$ cat config.mk
export PLATFORM = sky130hd
export DESIGN_NAME = led_pattern_engine
export DESIGN_NICKNAME = d
export VERILOG_FILES = /design/src/rtl/led_pattern_engine.sv
export SDC_FILE = /design/constraint.sdc
export NUM_CORES = 1
export LEC_CHECK = 0
export CAP_MARGIN = 0
export CELL_PAD_IN_SITES_DETAIL_PLACEMENT = 0
export CELL_PAD_IN_SITES_GLOBAL_PLACEMENT = 1
export CORE_MARGIN = 3
export CORE_UTILIZATION = 39
export CTS_BUF_LIST = sky130_fd_sc_hd__clkbuf_4
export CTS_CLUSTER_SIZE = 12
export DETAILED_ROUTE_END_ITERATION = 10
export PLACE_DENSITY = 0.91
export SLEW_MARGIN = 25
export SYNTH_ARGS = -nofsm -noshare
export SYNTH_HDL_FRONTEND = slang
export SYNTH_SLANG_ARGS = --single-unit
$ cat constraint.sdc
create_clock -name clk -period 5.3 [get_ports clk]
set_input_delay 1.325 -clock clk [delete_from_list [all_inputs] [get_ports clk]]
set_output_delay 1.325 -clock clk [all_outputs]
set_load 0.02 [all_outputs]
$ cat src/rtl/led_pattern_engine.sv
// LED pattern generator: rotates, bounces or holds a WIDTH-bit pattern on a
// prescaled step tick, with runtime speed select, enable and pattern load.
module led_pattern_engine #(
  parameter int unsigned       WIDTH        = 8,
  parameter int unsigned       CLK_FREQ     = 8,
  parameter logic [WIDTH-1:0]  INIT_PATTERN = WIDTH'(8'b00011111),
  parameter int unsigned       BASE_DIV     = CLK_FREQ / 4
) (
  input  logic             clk,
  input  logic             rst_n,
  input  logic             en,
  input  logic [1:0]       mode,
  input  logic [1:0]       speed,
  input  logic             load,
  input  logic [WIDTH-1:0] load_value,
  output logic [WIDTH-1:0] leds,
  output logic             step_pulse,
  output logic             dir
);

  localparam int unsigned CNT_W = $clog2(BASE_DIV * 8) + 1;

  typedef enum logic [1:0] {
    MODE_ROL    = 2'b00,
    MODE_ROR    = 2'b01,
    MODE_BOUNCE = 2'b10,
    MODE_HOLD   = 2'b11
  } mode_t;

  logic [CNT_W-1:0] counter;
  logic [CNT_W-1:0] period;
  logic             tick;
  logic [WIDTH-1:0] leds_rol;
  logic [WIDTH-1:0] leds_ror;
  mode_t            mode_e;

  assign mode_e   = mode_t'(mode);
  assign period   = CNT_W'(BASE_DIV) << speed;
  // ">=" lets a mid-count speed decrease tick on the very next enabled cycle
  assign tick     = en && (counter >= period - CNT_W'(1));
  assign leds_rol = {leds[WIDTH-2:0], leds[WIDTH-1]};
  assign leds_ror = {leds[0], leds[WIDTH-1:1]};

  always_ff @(posedge clk) begin
    if (!rst_n) begin
      leds       <= INIT_PATTERN;
      counter    <= '0;
      dir        <= 1'b0;
      step_pulse <= 1'b0;
    end else if (load) begin
      leds       <= load_value;
      counter    <= '0;
      dir        <= (mode_e == MODE_ROR);
      step_pulse <= 1'b0;
    end else if (tick) begin
      counter    <= '0;
      step_pulse <= 1'b1;
      case (mode_e)
        MODE_ROL: begin
          leds <= leds_rol;
          dir  <= 1'b0;
        end
        MODE_ROR: begin
          leds <= leds_ror;
          dir  <= 1'b1;
        end
        MODE_BOUNCE: begin
          // Reverse only when the lit edge is the one we are heading toward
          if (!dir) begin
            if (leds[WIDTH-1] && !leds[0]) begin
              dir  <= 1'b1;
              leds <= leds_ror;
            end else begin
              leds <= leds_rol;
            end
          end else begin
            if (leds[0] && !leds[WIDTH-1]) begin
              dir  <= 1'b0;
              leds <= leds_rol;
            end else begin
              leds <= leds_ror;
            end
          end
        end
        default: begin
          leds <= leds;
          dir  <= dir;
        end
      endcase
    end else begin
      step_pulse <= 1'b0;
      if (en) begin
        counter <= counter + CNT_W'(1);
      end
    end
  end

endmodule

== Word level (Yosys, flattened, before mapping) ==
Index checks and enable logic that the tools add are counted.
W data, S select, Z words.
Operators by class
  add/sub/neg operators: 2
  order comparisons: 1
  eq/ne operators: 2
  shifts and indexed selects: 1
  mux-type cells: 13
  bitwise gates (word level): 1
  reduce and logical (&&, ||, !) cells: 11
Operator list (count)
  $mux W8: 5
  $pmux W8 S3: 1
  $mux W1: 6
  $add A5 B1 Y5 const B: 1
  $ge A5 B5 Y1: 1
  $shl A2 B2 Y5 const A: 1
  $sub A5 B1 Y5 const B: 1
  $reduce_bool A4 Y1: 1
  $logic_and A1 B1 Y1: 3
  $pmux W1 S3: 1
  $reduce_or A3 Y1: 1
  $eq A2 B1 Y1 const B: 1
  $eq A2 B2 Y1 const B: 1
  $logic_not A1 Y1: 2
  $logic_not A2 Y1: 1
  $reduce_and A2 Y1: 1
  $reduce_bool A2 Y1: 1
  $reduce_or A2 Y1: 1
  $not A1 Y1: 1
Storage, ports and cells
  bits in registers: 15
  bits of input ports: 16
  output and inout bits: 10
  logic and storage cells: 35

== Longest topological paths before layout ==
Gate-level depths: netlist of the first run.
  word-level depth: 7
  mapped depth: 8
  depth with buffers taken out: 7

== Worst setup path before layout of the first run ==
OpenSTA, ideal clock, no wires.
  path type: in2reg
  start point: in speed[1]
  end point: reg leds[3]
  library setup time: 0.141 ns
  arrival time: 2.611 ns
  data required time: 5.159 ns
  slack: 2.548 ns
  stages on the path: 8
  path buffers: 1
  cell sequence: nor2_1 ha_1 a211oi_2 nor3_2 or2_1 buf_6 nor4b_2 a221oi_1
Between the ends
  cells in the longest elaborated chain, start to end: 6
RTL lines
  start: declaration: line 13  | input logic [1:0] speed,
  $shl A2 B2 Y5: line 38  | assign period = CNT_W'(BASE_DIV) << speed;
  $sub A5 B1 Y5: line 40  | assign tick = en && (counter >= period - CNT_W'(1));
  $ge A5 B5 Y1: line 40
  $logic_and A1 B1 Y1: line 40
  $reduce_bool A2 Y1 (no source line)
  $reduce_and A2 Y1 (no source line)
  end signal: assignment: line 51  | leds <= load_value;
  end signal: assignment: line 60  | leds <= leds_rol;
  end signal: assignment: line 64  | leds <= leds_ror;
  end: declaration: line 16  | output logic [WIDTH-1:0] leds,
No other way between the ends.
A chain may end at the register's enable or synchronous reset.

== Worst setup path in the final report of the first run ==
  start point: in mode[0]
  end point: reg leds[3]
Between the ends
  cells in the longest elaborated chain, start to end: 4
  elaborated cells on any way between the ends: 8
  those cells by class: eq/ne: 2; mux: 3; reduce/logical: 3
RTL lines
  start: declaration: line 12  | input logic [1:0] mode,
  $eq A2 B2 Y1, or another cell as far along: line 58  | case (mode_e)
  $pmux W8 S3: line 58
  $mux W8: line 55  | end else if (tick) begin
  $mux W8: line 50  | end else if (load) begin
Several ways; a longest one is shown, not always the timed one. The select of a mux whose other input is x is not followed.

==> results of run 1 <==
## power groups by stage
| stage | Combinational [mW] | Clock [mW] | Sequential (mW) |
|---|---|---|---|
| final | 0.0667 | 0.0688 | 0.125 |
| after floorplan | 0.0355 | 0 | 0.130 |
| after global placement | 0.0651 | 0 | 0.127 |
| after CTS | 0.0665 | 0.0722 | 0.125 |
| after global routing | 0.0729 | 0.0760 | 0.126 |
| after detailed placement | 0.0661 | 0 | 0.127 |
## flip-flops by register name (all words and copies together) (netlist names)
name	count
dir	1
counter	5
leds	8
step_pulse	1
## routing by layer
| metal | vias to the layer above | global-route usage (%) | wire (microns) |
|---|---|---|---|
| met5 | - | 0 | 0 |
| met4 | 0 | 5.63 | 13 |
| met3 | 3 | 1.54 | 156 |
| met2 | 38 | 26.0 | 1260 |
| met1 | 511 | 23.0 | 1240 |
| li1 | 538 | - | - |
## cell type report
type	instances	area, sq um	area share [%]
inverters	7	26.3	1.95
clock inverters	1	5.00	0.372
multi-input cells	106	703	52.3
flip-flops and latches	15	300	22.3
repair buffers	25	250	18.6
clock buffers	3	22.5	1.67
well taps	30	37.5	2.79
## final timing paths
kind,cells past startpoint,to,slack [ns],startpoint
worst max-delay path,8,leds[3],2.06,mode[0]
worst max register to register,6,leds[3],3.40,counter[1]
worst min register to register,2,counter[4],0.54,counter[4]
worst min-delay path,2,counter[4],0.54,counter[4]
## tightest hold or removal path: cells and delay by family (launching register included)
family / cells / cell delay, ns
XOR/XNOR: 1 / 0.07
flip-flops: 1 / 0.37
AND/OR/NAND/NOR: 1 / 0.07
## logic make-up after synthesis
family,synth area share [%]
simple gates,24.1
compound gates,27.7
flops,28.1
buf+inv,6.20
fa+ha+maj,9.36
xor+xnor,3.28
other cells,0.351
mux,0.936
## placed cells by master (no fill, tap or decap), types with 5 or more instances in the layout
cell type	Yosys	final
a21oi_1	5	5
o21ai_0	7	7
ha_1	8	8
o211ai_1	8	8
nor2_1	15	15
nor2b_1	5	5
clkdlybuf4s50_1	0	25
a31oi_1	7	7
dfxtp_1	15	15
inv_1	7	7
nand2_1	14	14
==> summary.md, run 1 <==
| Metric | Value |
|---|---|
| Die ar. | `0.00341 sq mm` |
| Max-Cap Viols | `0` |
| # H-tree levels | `1` |
| Top cells by instance count after synthesis | `dfxtp_1, nor2_1, nand2_1` |
| Tcrit/Tclk final | `61.1%` |
| Post-DP Area | `0.00132 sq mm` |
| Static leakage power | `0.524 nW` |
| Worst min path class | `register to register` |
| Initial Utilization | `42.0%` |
| Sequential share of the synthesized area | `28.1%` |
| Synth Cell Area | `0.00107 sq mm` |
| Setup ws final | `2.06 ns` |
| Post-route cell area | `0.00135 sq mm` |
| Gr usage total | `16.3%` |
| Drt wl/cell | `14.3 microns` |
| Logic pwr share | `25.6%` |
| Signal arrival time at the worst endpoint | `3.39 ns` |
| RSZ-0062 raised after global routing | `false` |
| Placed Cells incl. Taps | `183` |
| # port buffers | `25` |
| Status | `complete, no violations` |
| Max Slew Vio Count | `0` |
| Antenna violations before repair | `0` |
| Worst-Skew Late Latency | `0.29 ns` |
| Drt drc | `0` |
| Data required time of the worst path | `5.45 ns` |
| Post-Layout Cell Count | `187` |
| CTS Root Cell | `clkbuf_4` |
| IO Pins | `26` |
| First-pass GRT wire length | `4430 microns` |
| Internal | `0.178 mW` |
| Syn Area/Cell | `7.92 sq um` |
| Switching power | `0.0818 mW` |
| Yosys reg bits | `15` |
| Area delta synth->final | `25.7%` |
| Synth area leader | `dfxtp_1` |
| Max Clock Skew | `0.00377 ns` |
| Filler cells | `255` |
| Post-DP HPWL | `2020 microns` |
| Die extent in x | `58.4 microns` |
| TNS Setup | `0 ns` |
| WS Path Type | `input pin to register` |
| Slowest stage delay, CP | `0.48 ns` |
| Setup Slack @ Placement | `1.75 ns` |
| Initial drt markers | `35` |
| Relative slew slack | `61.7%` |
| Reg clk slew, reported paths | `0.10 ns` |
| DR vias | `1090` |
| Core area | `0.00254 sq mm` |
| Top_reg_cell synth | `dfxtp_1` |
| Max VDD drop | `0.0000964 V` |
| CP bufs+invs | `2` |
| Routability cong. | `0.873` |
| Yosys warning count | `0` |
| Crit-path slowest cell | `clkdlybuf4s50_1` |
| Cell chain of the critical path | `clkdlybuf4s50_1 -> inv_1 -> ha_1 -> o211ai_1 -> nor3_2 -> or2_1 -> nor4b_2 -> a221oi_1` |
| Gate Count Post-Synth | `135` |
| Die Ht | `58.4 microns` |
| Share of cells above drive strength 1 | `5.73%` |
| Crit path max-delay family | `simple AND/OR/NAND/NOR gates` |
| Synth top area cells | `dfxtp_1, ha_1, o211ai_1` |
| P per Cell Area | `193 mW/mm^2` |
| ANT nets after route | `0` |
| TritonCTS clock tree | `done` |
| Setup bufs post-CTS | `0` |
| Site row count | `18` |
| Fin util | `52.9%` |
| Synth unique cells | `42` |
| Sw frac | `31.4%` |
| Overall power | `0.260 mW` |
| CTS sink cnt | `15` |
| CP Launch Type | `input pin` |
| Tmin final | `3.24 ns` |
| Number of synthesized flops with an enable pin | `0` |
| Synth async-reset ratio | `0%` |
| Deepest clock path buffer count | `2` |
| Final #Nets | `182` |
| Endpoints failing setup | `0` |
| # resized after CTS | `0` |
| Vias per cell | `5.83` |
| Clock group share of total power | `26.4%` |
| Diodes inserted | `0` |
| Post-Syn Nets | `159` |
| Largest net degree at the start of global routing | `16` |
| Vias in the first global route | `989` |
| Fmax | `309 MHz` |
| CTS Hold Bufs | `0` |
| GRT Residual Overflow | `0` |
| Part of the power in registers | `47.9%` |
| TritonCTS Buffers | `3` |
| Hold_ws | `0.545 ns` |
| Wirelength, routed | `2670 microns` |
| Final hold vios | `0` |
| Nature of the critical path endpoint | `register` |
| Post-synth top area share | `28.1%` |
| CP max FO | `13` |
| Drt pass-1 iters | `4` |
| Worst-Margin Slew | `0.573 ns` |
Power figures use the tool's default switching activity.
==> run 2: changes to the inputs <==
CORE_UTILIZATION = 33   (was 39)
PLACE_DENSITY = 0.82   (was 0.91)
clock period = 2.66 ns   (was 5.3 ns; I/O delays follow)
==> summary.md, run 2 (synthesized netlist as in run 1, its figures left out) <==
| Metric | Value |
|---|---|
| Status | `complete, no violations` |
| Overall power | `0.525 mW (+100%)` |
| Static leakage power | `0.583 nW (+11%)` |
| CP Launch Type | `input pin` |
| Nature of the critical path endpoint | `register` |
| Fmax | `415 MHz` |
| Max Clock Skew | `0.00492 ns (+0.00115 ns)` |
| Share of cells above drive strength 1 | `12.4% (+6.7 points)` |
| Gr usage total | `14.7% (-1.6 points)` |
| IO Pins | `26 (unchanged)` |
| TritonCTS clock tree | `done` |
| Crit path max-delay family | `simple AND/OR/NAND/NOR gates` |
| Die Ht | `62.9 microns (+7.8%)` |
| Max-Cap Viols | `0 (unchanged)` |
| Core area | `0.00308 sq mm (+21%)` |
| Endpoints failing setup | `0 (unchanged)` |
| Commonest non-fill, non-tap cell in the layout | `clkdlybuf4s50_1` |
| Die extent in x | `62.9 microns (+7.8%)` |
| Setup bufs post-CTS | `0 (unchanged)` |
| Initial drt markers | `39 (+11%)` |
| Commonest non-fill, non-tap cells in the layout | `clkdlybuf4s50_1, nor2_1, dfxtp_1, nand2_1, buf_4` |
| Post-route cell area | `0.00145 sq mm (+8.0%)` |
| Max Slew Vio Count | `0 (unchanged)` |
| Drt wl/cell | `13.0 microns (-8.9%)` |
| # H-tree levels | `1 (unchanged)` |
| CP bufs+invs | `1 (-1)` |
| Critical path launch point | `speed[1]` |
| Wirelength, routed | `2770 microns (+3.7%)` |
| Max VDD drop | `0.000115 V (+20%)` |
| Drt pass-1 iters | `4 (unchanged)` |
| Final hold vios | `0 (unchanged)` |
| Biggest regs | `leds: 8 flops, counter: 5 flops` |
| Hold_sp | `counter[4]` |
| Worst-Skew Late Latency | `0.28 ns (about the same)` |
| Largest net degree at the start of global routing | `15 (-1)` |
| Post-DP Area | `0.00143 sq mm (+8.2%)` |
| Deepest clock path buffer count | `2 (unchanged)` |
| First-pass GRT wire length | `4770 microns (+7.6%)` |
| Site row count | `20 (+2)` |
| Routability cong. | `0.841 (-3.7%)` |
| Vias per cell | `5.15 (-12%)` |
| Die ar. | `0.00396 sq mm (+16%)` |
| Slowest stage delay, CP | `0.51 ns (+0.03 ns)` |
| TritonCTS Buffers | `3 (unchanged)` |
| Reg clk slew, reported paths | `0.10 ns (about the same)` |
| Crit-path slowest cell | `clkdlybuf4s50_1` |
| Fin util | `47.2% (-5.7 points)` |
| CTS Hold Bufs | `0 (unchanged)` |
| DR vias | `1098 (+0.73%)` |
| Signal arrival time at the worst endpoint | `2.58 ns (-0.81 ns)` |
| CP max FO | `9 (-4)` |
| Tcrit/Tclk final | `90.6%` |
| P per Cell Area | `361 mW/mm^2 (+87%)` |
| Area delta synth->final | `35.8%` |
| Data required time of the worst path | `2.83 ns (-2.62 ns)` |
| Final #Nets | `194 (+6.6%)` |
| # resized after CTS | `0 (unchanged)` |
| Initial Utilization | `34.8% (-7.3 points)` |
| Number of flip-flops in the largest register | `8 (unchanged)` |
| Drt drc | `0 (unchanged)` |
| Worst min path class | `register to register` |
| Diodes inserted | `0 (unchanged)` |
| Vias in the first global route | `1054 (+6.6%)` |
| WS Path Type | `input pin to register` |
| ANT nets after route | `0 (unchanged)` |
| # port buffers | `25 (unchanged)` |
| RSZ-0062 raised after global routing | `false` |
| Antenna violations before repair | `0 (unchanged)` |
| Largest Register | `leds` |
| CTS Root Cell | `clkbuf_4` |
| GRT Residual Overflow | `0 (unchanged)` |
| R2R Path Start | `counter[1]` |
| CTS sink cnt | `15 (unchanged)` |
| Tmin final | `2.41 ns` |
| Cell chain of the critical path | `clkdlybuf4s50_1 -> nor2_1 -> ha_1 -> a211oi_2 -> nor3_2 -> or2_1 -> nor4b_2 -> a221oi_1` |
| Post-DP HPWL | `2160 microns (+7.1%)` |
## run 2: layout make-up
type / instances / area, sq um
timing repair buffer: 37 / 340
clock inverter: 1 / 5.00
tap: 44 / 55.1
multi-input combinational: 106 / 703
fill: 313 / 1630
clock buffer: 3 / 22.5
inverter: 7 / 26.3
sequential: 15 / 300
## run 2: worst paths after layout
kind | end | depth (start not counted) | slack [ns]
setup reg to reg | leds[3] | 6 | 0.82
setup / recovery | leds[3] | 8 | 0.25
hold reg to reg | counter[4] | 2 | 0.55
hold / removal | counter[4] | 2 | 0.55
## run 2: layer usage
metal | part of all wire, % | vias to the layer above | GRT usage, %
met5 | 0 | - | 0
met4 | 0.98 | 0 | 5.79
met2 | 47 | 35 | 23.7
met1 | 46 | 498 | 19.7
li1 | - | 563 | -
met3 | 5.9 | 2 | 1.80
## run 2: tightest hold or removal path, stage by stage (launching register included)
cell     delay, ns
dfxtp_1       0.36
xor2_1        0.07
nor2_1        0.08
## run 2: per-stage QoR
| step | setup slack, ns | cells | TNS [ns] | hold WS (ns) |
|---|---|---|---|---|
| final | 0.249 | 213 | 0 | 0.545 |
| after global routing | 0.0881 | 213 | 0 | 0.574 |
| after CTS | 0.237 | 213 | 0 | 0.561 |
| after detailed placement | -0.0802 | 209 | -0.375 | 0.534 |
| after global placement | 0.0125 | 209 | 0 | 0.508 |
| after floorplan | 0.568 | 135 | 0 | 0.485 |
## run 2: power by group
part	internal (mW)	switching [mW]
Clock	0.0558	0.0766
Combinational	0.0757	0.0682
Sequential	0.234	0.0146
